[src/rtl/ir_cmd_decoder.sv]
// NEC IR frame validator and key decoder: maps keys to state_control, runs a toggle key
// with held-key suppression, counts rejected frames. Optional macro: IR_AUTO_REPEAT_EN.
module ir_cmd_decoder #(
    parameter int          STATE_W       = 3,
    parameter int          NUM_STATES    = 5,
    parameter logic [7:0]  KEY_BASE      = 8'h01,
    parameter logic [7:0]  TOGGLE_KEY    = 8'h12,
    parameter logic [7:0]  DEV_ADDR      = 8'h00,
    parameter int          HOLD_CYCLES   = 6_000_000,
    parameter int          REPEAT_PERIOD = 12_500_000,
    parameter int          ERR_W         = 8
) (
    input  logic               clk,
    input  logic               rst,
    input  logic               data_ready,
    input  logic [31:0]        ir_data,
    output logic [STATE_W-1:0] state_control,
    output logic               toggle,
    output logic               cmd_valid,
    output logic [7:0]         cmd_code,
    output logic               cmd_repeat,
    output logic [ERR_W-1:0]   err_cnt
);

    localparam int                HOLD_W      = $clog2(HOLD_CYCLES + 1);
    localparam logic [HOLD_W-1:0] HOLD_RELOAD = HOLD_W'(HOLD_CYCLES - 1);
    localparam logic [8:0]        KEY_END     = 9'(KEY_BASE) + 9'(NUM_STATES);

    if (NUM_STATES > 2**STATE_W || HOLD_CYCLES < 1 || REPEAT_PERIOD < 1) begin : g_bad_params
        $error("ir_cmd_decoder: illegal parameter combination");
    end

    logic [31:0]       frame_q;
    logic              v1;
    logic [HOLD_W-1:0] hold_cnt;
    logic [7:0]        last_cmd;

    logic [7:0] addr, naddr, cmd, ncmd;
    logic       frame_ok, accept, reject, is_repeat;

    assign addr  = frame_q[7:0];
    assign naddr = frame_q[15:8];
    assign cmd   = frame_q[23:16];
    assign ncmd  = frame_q[31:24];

    assign frame_ok  = (addr == DEV_ADDR) && ((addr ^ naddr) == 8'hFF) && ((cmd ^ ncmd) == 8'hFF);
    assign accept    = v1 && frame_ok;
    assign reject    = v1 && !frame_ok;
    assign is_repeat = (cmd == last_cmd) && (hold_cnt != '0);

    function automatic logic in_key_range(input logic [7:0] c);
        return (c >= KEY_BASE) && ({1'b0, c} < KEY_END);
    endfunction

    function automatic logic [STATE_W-1:0] key_state(input logic [7:0] c);
        logic [7:0] off;
        off = c - KEY_BASE;
        return STATE_W'(off);
    endfunction

    always_ff @(posedge clk) begin
        if (rst) begin
            frame_q <= '0;
            v1      <= 1'b0;
        end else begin
            v1 <= data_ready;
            if (data_ready) frame_q <= ir_data;
        end
    end

`ifdef IR_AUTO_REPEAT_EN
    // state | meaning
    // IDLE  | no key held, no synthetic repeats
    // HELD  | key recently accepted; period counter issues repeats until hold_cnt runs out
    localparam int               PER_W      = $clog2(REPEAT_PERIOD + 1);
    localparam logic [PER_W-1:0] PER_RELOAD = PER_W'(REPEAT_PERIOD - 1);

    typedef enum logic {IDLE, HELD} ar_state_t;
    ar_state_t        ar_state, ar_state_nxt;
    logic [PER_W-1:0] per_cnt;
    logic             synth;

    always_ff @(posedge clk) begin
        if (rst) ar_state <= IDLE;
        else     ar_state <= ar_state_nxt;
    end

    always_comb begin
        ar_state_nxt = ar_state;
        synth        = 1'b0;
        case (ar_state)
            IDLE: if (accept) ar_state_nxt = HELD;
            HELD: begin
                if (accept)                ar_state_nxt = HELD;
                else if (hold_cnt == '0)   ar_state_nxt = IDLE;
                else if (per_cnt == '0)    synth = 1'b1;
            end
            default: ar_state_nxt = IDLE;
        endcase
    end

    always_ff @(posedge clk) begin
        if (rst)                                   per_cnt <= '0;
        else if (accept || synth)                  per_cnt <= PER_RELOAD;
        else if (ar_state == HELD && per_cnt != '0) per_cnt <= per_cnt - 1'b1;
    end
`endif

    always_ff @(posedge clk) begin
        if (rst) begin
            state_control <= '0;
            toggle        <= 1'b0;
            cmd_valid     <= 1'b0;
            cmd_code      <= 8'h00;
            cmd_repeat    <= 1'b0;
            err_cnt       <= '0;
            hold_cnt      <= '0;
            last_cmd      <= 8'h00;
        end else begin
            cmd_valid <= 1'b0;
            if (accept) begin
                cmd_valid  <= 1'b1;
                cmd_code   <= cmd;
                cmd_repeat <= is_repeat;
                last_cmd   <= cmd;
                hold_cnt   <= HOLD_RELOAD;
                if (in_key_range(cmd)) state_control <= key_state(cmd);
                if (cmd == TOGGLE_KEY && !is_repeat) toggle <= ~toggle;
            end else begin
                if (hold_cnt != '0) hold_cnt <= hold_cnt - 1'b1;
`ifdef IR_AUTO_REPEAT_EN
                // Synthetic repeats replay the held key but never flip toggle.
                if (synth) begin
                    cmd_valid  <= 1'b1;
                    cmd_code   <= last_cmd;
                    cmd_repeat <= 1'b1;
                    if (in_key_range(last_cmd)) state_control <= key_state(last_cmd);
                end
`endif
            end
            if (reject && err_cnt != '1) err_cnt <= err_cnt + 1'b1;
        end
    end

endmodule
[config.mk]
export PLATFORM = sky130hd
export DESIGN_NAME = ir_cmd_decoder
export DESIGN_NICKNAME = d
export VERILOG_FILES = /design/src/rtl/ir_cmd_decoder.sv
export SDC_FILE = /design/constraint.sdc
export NUM_CORES = 1
export LEC_CHECK = 0
export ABC_AREA = 0
export CAP_MARGIN = 40
export CORE_MARGIN = 4
export CORE_UTILIZATION = 35
export CTS_CLUSTER_DIAMETER = 80
export DETAILED_ROUTE_END_ITERATION = 10
export MAX_ROUTING_LAYER = met4
export PLACE_DENSITY = 0.63
export SYNTH_ARGS = -nofsm -noshare
export SYNTH_HDL_FRONTEND = slang
export SYNTH_SLANG_ARGS = --single-unit
[constraint.sdc]
create_clock -name clk -period 2.7 [get_ports clk]
set_input_delay 0.27 -clock clk [delete_from_list [all_inputs] [get_ports clk]]
set_output_delay 0.27 -clock clk [all_outputs]
set_load 0.02 [all_outputs]
Word-level counts from Yosys, hierarchy flattened
Cells that the tools add are included.
Word-level totals
  flip-flop bits (word level): 78
  bits in latches: 0
  bits in writable memories: 0
  ROM bits: 0
  input bits: 35
  output and inout bits: 22
  word-level logic and storage cells: 42
  memories kept: 0
Operators by class
  add/sub/neg operators: 3
  multiply operators: 0
  divide/modulo/power cells: 0
  order comparisons: 2
  eq/ne operators: 5
  shifts and indexed selects: 0
  muxes and demuxes: 3
  bitwise logic cells: 3
  reduce and logical (&&, ||, !) cells: 16
Operator list (number)
  $mux W23: 2
  $reduce_bool A23 Y1: 1
  $sub A23 B1 Y23 const B: 1
  $eq A8 B8 Y1 const B: 2
  $xor A8 B8 Y8: 2
  $add A8 B1 Y8 const B: 1
  $eq A8 B5 Y1 const B: 1
  $eq A8 B8 Y1: 1
  $ge A8 B1 Y1 const B: 1
  $logic_and A1 B1 Y1: 8
  $logic_not A8 Y1: 1
  $lt A8 B3 Y1 const B: 1
  $ne A8 B8 Y1 const B: 1
  $reduce_and A2 Y1: 2
  $sub A3 B1 Y3 const B: 1
  $logic_not A1 Y1: 2
  $reduce_bool A2 Y1: 1
  $reduce_or A2 Y1: 1
  $mux W1: 1
  $not A1 Y1: 1

Longest topological paths before layout
  depth after elaboration: 7
  mapped depth: 8
  depth with buffers taken out: 7

Worst setup path after synthesis
No wires, ideal clock.
  path type: reg2reg
  start point: reg frame_q[4]
  end point: reg toggle
  setup time: 0.123 ns
  data arrival time: 2.046 ns
  data required time: 2.577 ns
  setup slack: 0.531 ns
  cell stages (with the launch flop): 7
  path buffers: 1
  period minus slack after synthesis: 2.169 ns
  cell sequence: dfxtp_1 -> nor4_2 -> nand4b_1 -> or4_1 -> buf_2 -> a2111oi_4 -> mux2_1
On the way
  cells in the longest elaborated chain, start to end: 6
  elaborated cells between the ends (all ways): 7
  classes of those cells: 1 x eq/ne; 1 x bitwise; 5 x reduce/logical
Ends and longest elaborated chain
  start: declaration: line 33  | logic [31:0] frame_q;
  start signal: assignment: line 67  | if (data_ready) frame_q <= ir_data;
  $xor A8 B8 Y8: line 46  | assign frame_ok = (addr == DEV_ADDR) && ((addr ^ naddr) == 8'hFF) && ((cmd ^ ncmd) == 8'hFF);
  $eq A8 B8 Y1: line 46
  $logic_and A1 B1 Y1 (*) (2 in a row): line 46
  $logic_and A1 B1 Y1 (*): line 47  | assign accept = v1 && frame_ok;
  $reduce_and A2 Y1 (no source line) (*)
  end signal: assignment: line 128  | if (cmd == TOGGLE_KEY && !is_repeat) toggle <= ~toggle;
  end: declaration: line 18  | output logic toggle,
Mark *: on every way between the ends. The rest lies on a longest branch, timed or not.
A chain may end at the register's enable or synchronous reset.

Final worst setup path
  start point: reg frame_q[18]
  end point: reg toggle
On the way
  cells in the longest elaborated chain, start to end: 5
  elaborated cells between the ends (all ways): 10
  classes of those cells: 3 x eq/ne; 1 x bitwise; 6 x reduce/logical
Ends and longest elaborated chain (line)
  $xor A8 B8 Y8 / $eq A8 B8 Y1 (equally long branches): 46, 49
  $eq A8 B8 Y1 / $logic_and A1 B1 Y1 (equally long branches): 46, 49
  $logic_and A1 B1 Y1 / $logic_not A1 Y1 (equally long branches): 46, 128
  $logic_and A1 B1 Y1, on equally long branches: 47, 128
  $reduce_and A2 Y1 (no source line) (*)
Marked as above.

==> flow_metrics.py <==
metrics = {
    "clock_network": {
        "postCtsSetupBuffers": 0,
        "clock-root-buffer": "clkbuf_8",
        "tritoncts": "done",
        "cts_buffers": 9,
        "htreeDepth": 3,
        "clock_path_buffers": 2,
        "cts_resized": 0,
        "hold_buffers": 0,
        "cts_sinks": 78,
        "clk_latency_ns": 0.35,
        "cts.clk_slew.worst_paths_ns": 0.08,
    },
    "final_layout": {
        "seq_area_mm2": 0.00156,
        "syn2layout_area_growth_pct": 24.5,
        "layout_common_cells": "78 x dfxtp_1, 54 x clkdlybuf4s50_1, 51 x nor2_1, 40 x mux2i_1, 27 x a21oi_1",
        "multi_input_comb_area_mm2": 0.00197,
        "fin_nets": 486,
        "antenna_cells_inserted": 0,
        "final_common_cell": "dfxtp_1",
        "fillers": 1024,
        "drive_above_1_share": 0.0960,
    },
    "pwr": {
        "power.switching_w": 0.00143,
        "switching_share": 0.370,
        "power_frac_comb": 0.396,
        "p_int_w": 0.00244,
        "vdd_drop_max_uv": 352,
        "power_density_mw_per_mm2": 849,
        "clockPowerShare": 0.213,
        "p_leak_nw": 1.72,
        "seqPwrFrac": 0.391,
    },
    "grt": {
        "grt_overflow_total": 0,
        "grt_max_degree": 47,
        "grt_pass1_wl_um": 13800,
        "grt.total_usage": 0.147,
        "grt_pass1_vias": 2867,
        "antenna_found_initial": 0,
    },
    "floorplanning": {
        "fp-row-count": 37,
        "dieWidth_um": 110,
        "die-height_um": 110,
        "dieArea_mm2": 0.0122,
        "num_io_pins": 57,
        "start_util": 0.356,
        "coreArea_mm2": 0.0103,
    },
    "outcome": {
        "outcome": "finished clean",
    },
    "setup_path": {
        "critical-path-top-delay-family": "simple AND/OR/NAND/NOR gates",
        "cp_slowest_cell": "or4_1",
        "crit_path_start_kind": "flip-flop",
        "required_ns": 2.93,
        "critPathKind": "flip-flop to flip-flop",
        "slowest_delay_ns": 0.71,
        "critPathCaptureType": "flip-flop",
        "path_buf_inv": 0,
        "worstPathArrival_ns": 2.62,
        "cp_max_fo": 8,
        "path_cells": "xor2_1 > nand4_1 > or4_1 > a2111oi_4 > mux2_1",
        "rr_startpoint": "frame_q[18]",
        "cp-startpoint": "frame_q[18]",
    },
    "yosys": {
        "synth.distinct_cells": 47,
        "avgSynthCellArea_um2": 9.34,
        "async_flop_share": 0,
        "synth-seq-cells": 78,
        "yosysWarningCount": 0,
        "synth-main-ff-cell": "dfxtp_1",
        "seq_area_frac_synth": 0.426,
        "synth_edf_count": 0,
        "netlist_area_mm2": 0.00366,
        "synth_cells": 392,
        "syn-num-nets": 433,
    },
    "timing": {
        "clock.fmax_mhz": 419,
        "tightest_slew_ns": 0.838,
        "finalCriticalPeriod_ns": 2.39,
        "drv_slew": 0,
        "hold_viol_final": 0,
        "skew_ns": 0.0129,
        "fin_tns_setup_ns": 0,
        "setup_slack_ns": 0.312,
        "rsz0062_at_grt": "false",
        "slew_headroom": 0.441,
        "setup_violations": 0,
        "fin_crit_sh": 0.884,
    },
    "run": {
        "max_cap_viol_count": 0,
    },
    "place": {
        "routabilityCongestion": 0.820,
        "place_hpwl_um": 5870,
        "port_buffers": 56,
        "post-place-ws_ns": 0.299,
    },
    "routing": {
        "dr_total_vias": 2886,
        "first_iter_violations": 110,
        "ant_nets": 0,
        "drc_errors": 0,
        "vias_per_cell": 4.94,
        "routedWlPerCell_um": 13.8,
        "drtPass1Iterations": 4,
        "wl_um": 8060,
    },
    "worst_hold_path": {
        "min_from": "data_ready",
        "min_path_type": "input pin to flip-flop",
    },
}
## synth_stat cells (7+ instances only)
master     n  area share
dfxtp_1   78        0.43
nor2_1    51       0.052
mux2i_1   40        0.11
a21oi_1   27       0.037
xnor2_1   21       0.050
xor2_1    17       0.041
clkbuf_1  14       0.014
nor3_1    12       0.016
o21ai_0   11       0.015
nand3_1   10       0.014
or4_1     10       0.020
nor4_1     9       0.015
nand4_1    8       0.014
buf_2      7      0.0096
inv_1      7      0.0072
nand2_1    7      0.0072
## path summary, 6_finish.rpt
path | end | slack [ns] | cells past startpoint
max | toggle | 0.31 | 5
min | frame_q[21] | 0.33 | 3
min reg2reg | cmd_repeat | 0.48 | 2
max reg2reg | toggle | 0.31 | 5
## power groups by stage
stage | registers, W | logic (W) | clock network (W)
6_report | 0.00152 | 0.00153 | 0.000824
3_3_place_gp | 0.00153 | 0.00151 | 0
2_1_floorplan | 0.00150 | 0.00121 | 0
3_5_place_dp | 0.00154 | 0.00153 | 0
5_1_grt | 0.00155 | 0.00172 | 0.000898
4_1_cts | 0.00152 | 0.00154 | 0.000847
## final cells by class
cell class,instances,area share
Timing Repair Buffer,68,0.143
Clock buffer,9,0.0272
Sequential cell,78,0.342
Clock inverter,5,0.0115
Tap cell,136,0.0373
Inverter,7,0.00576
Multi-Input combinational cell,281,0.433
## flip-flops by register name (all words and copies together) (netlist names)
| signal | count |
|---|---|
| cmd_valid | 1 |
| last_cmd | 8 |
| hold_cnt | 23 |
| frame_q | 32 |
| err_cnt | 8 |
| v1 | 1 |
| cmd_repeat | 1 |
| toggle | 1 |
| state_control | 3 |
## through the flow
stage	hold slack, ns	cell area [um^2]	power (W)	utilization	std cells
floorplan	0.417	3660	0.00270	-	392
global placement	0.471	4360	0.00304	0.425	569
detailed placement	0.484	4380	0.00307	0.427	570
CTS	0.317	4560	0.00390	0.444	584
global route	0.333	4560	0.00416	0.444	584
finish	0.328	4560	0.00387	0.444	584
## cells by family (layout without fill, tap and decap cells)
logic type / count (synthesis) / count (layout) / synth area share
fa+ha+maj: 6 / 6 / 0.0205
simple gates: 136 / 136 / 0.207
flops: 78 / 78 / 0.426
buf+inv: 33 / 89 / 0.0366
compound gates: 59 / 59 / 0.104
mux: 42 / 42 / 0.115
xor+xnor: 38 / 38 / 0.0909
## per-layer routing
metal	wire length [um]	track usage	vias to the layer above
met4	114	0.0501	0
met1	3920	0.191	1336
li1	-	-	1498
met3	216	0.0285	11
met2	3800	0.231	41
met5	0	-	-
## tightest hold or removal path, cell delays in order
cell and delay, ns:
buf_2 0.19, mux2i_1 0.10, nor2_1 0.07
Power figures use the tool's default switching activity.
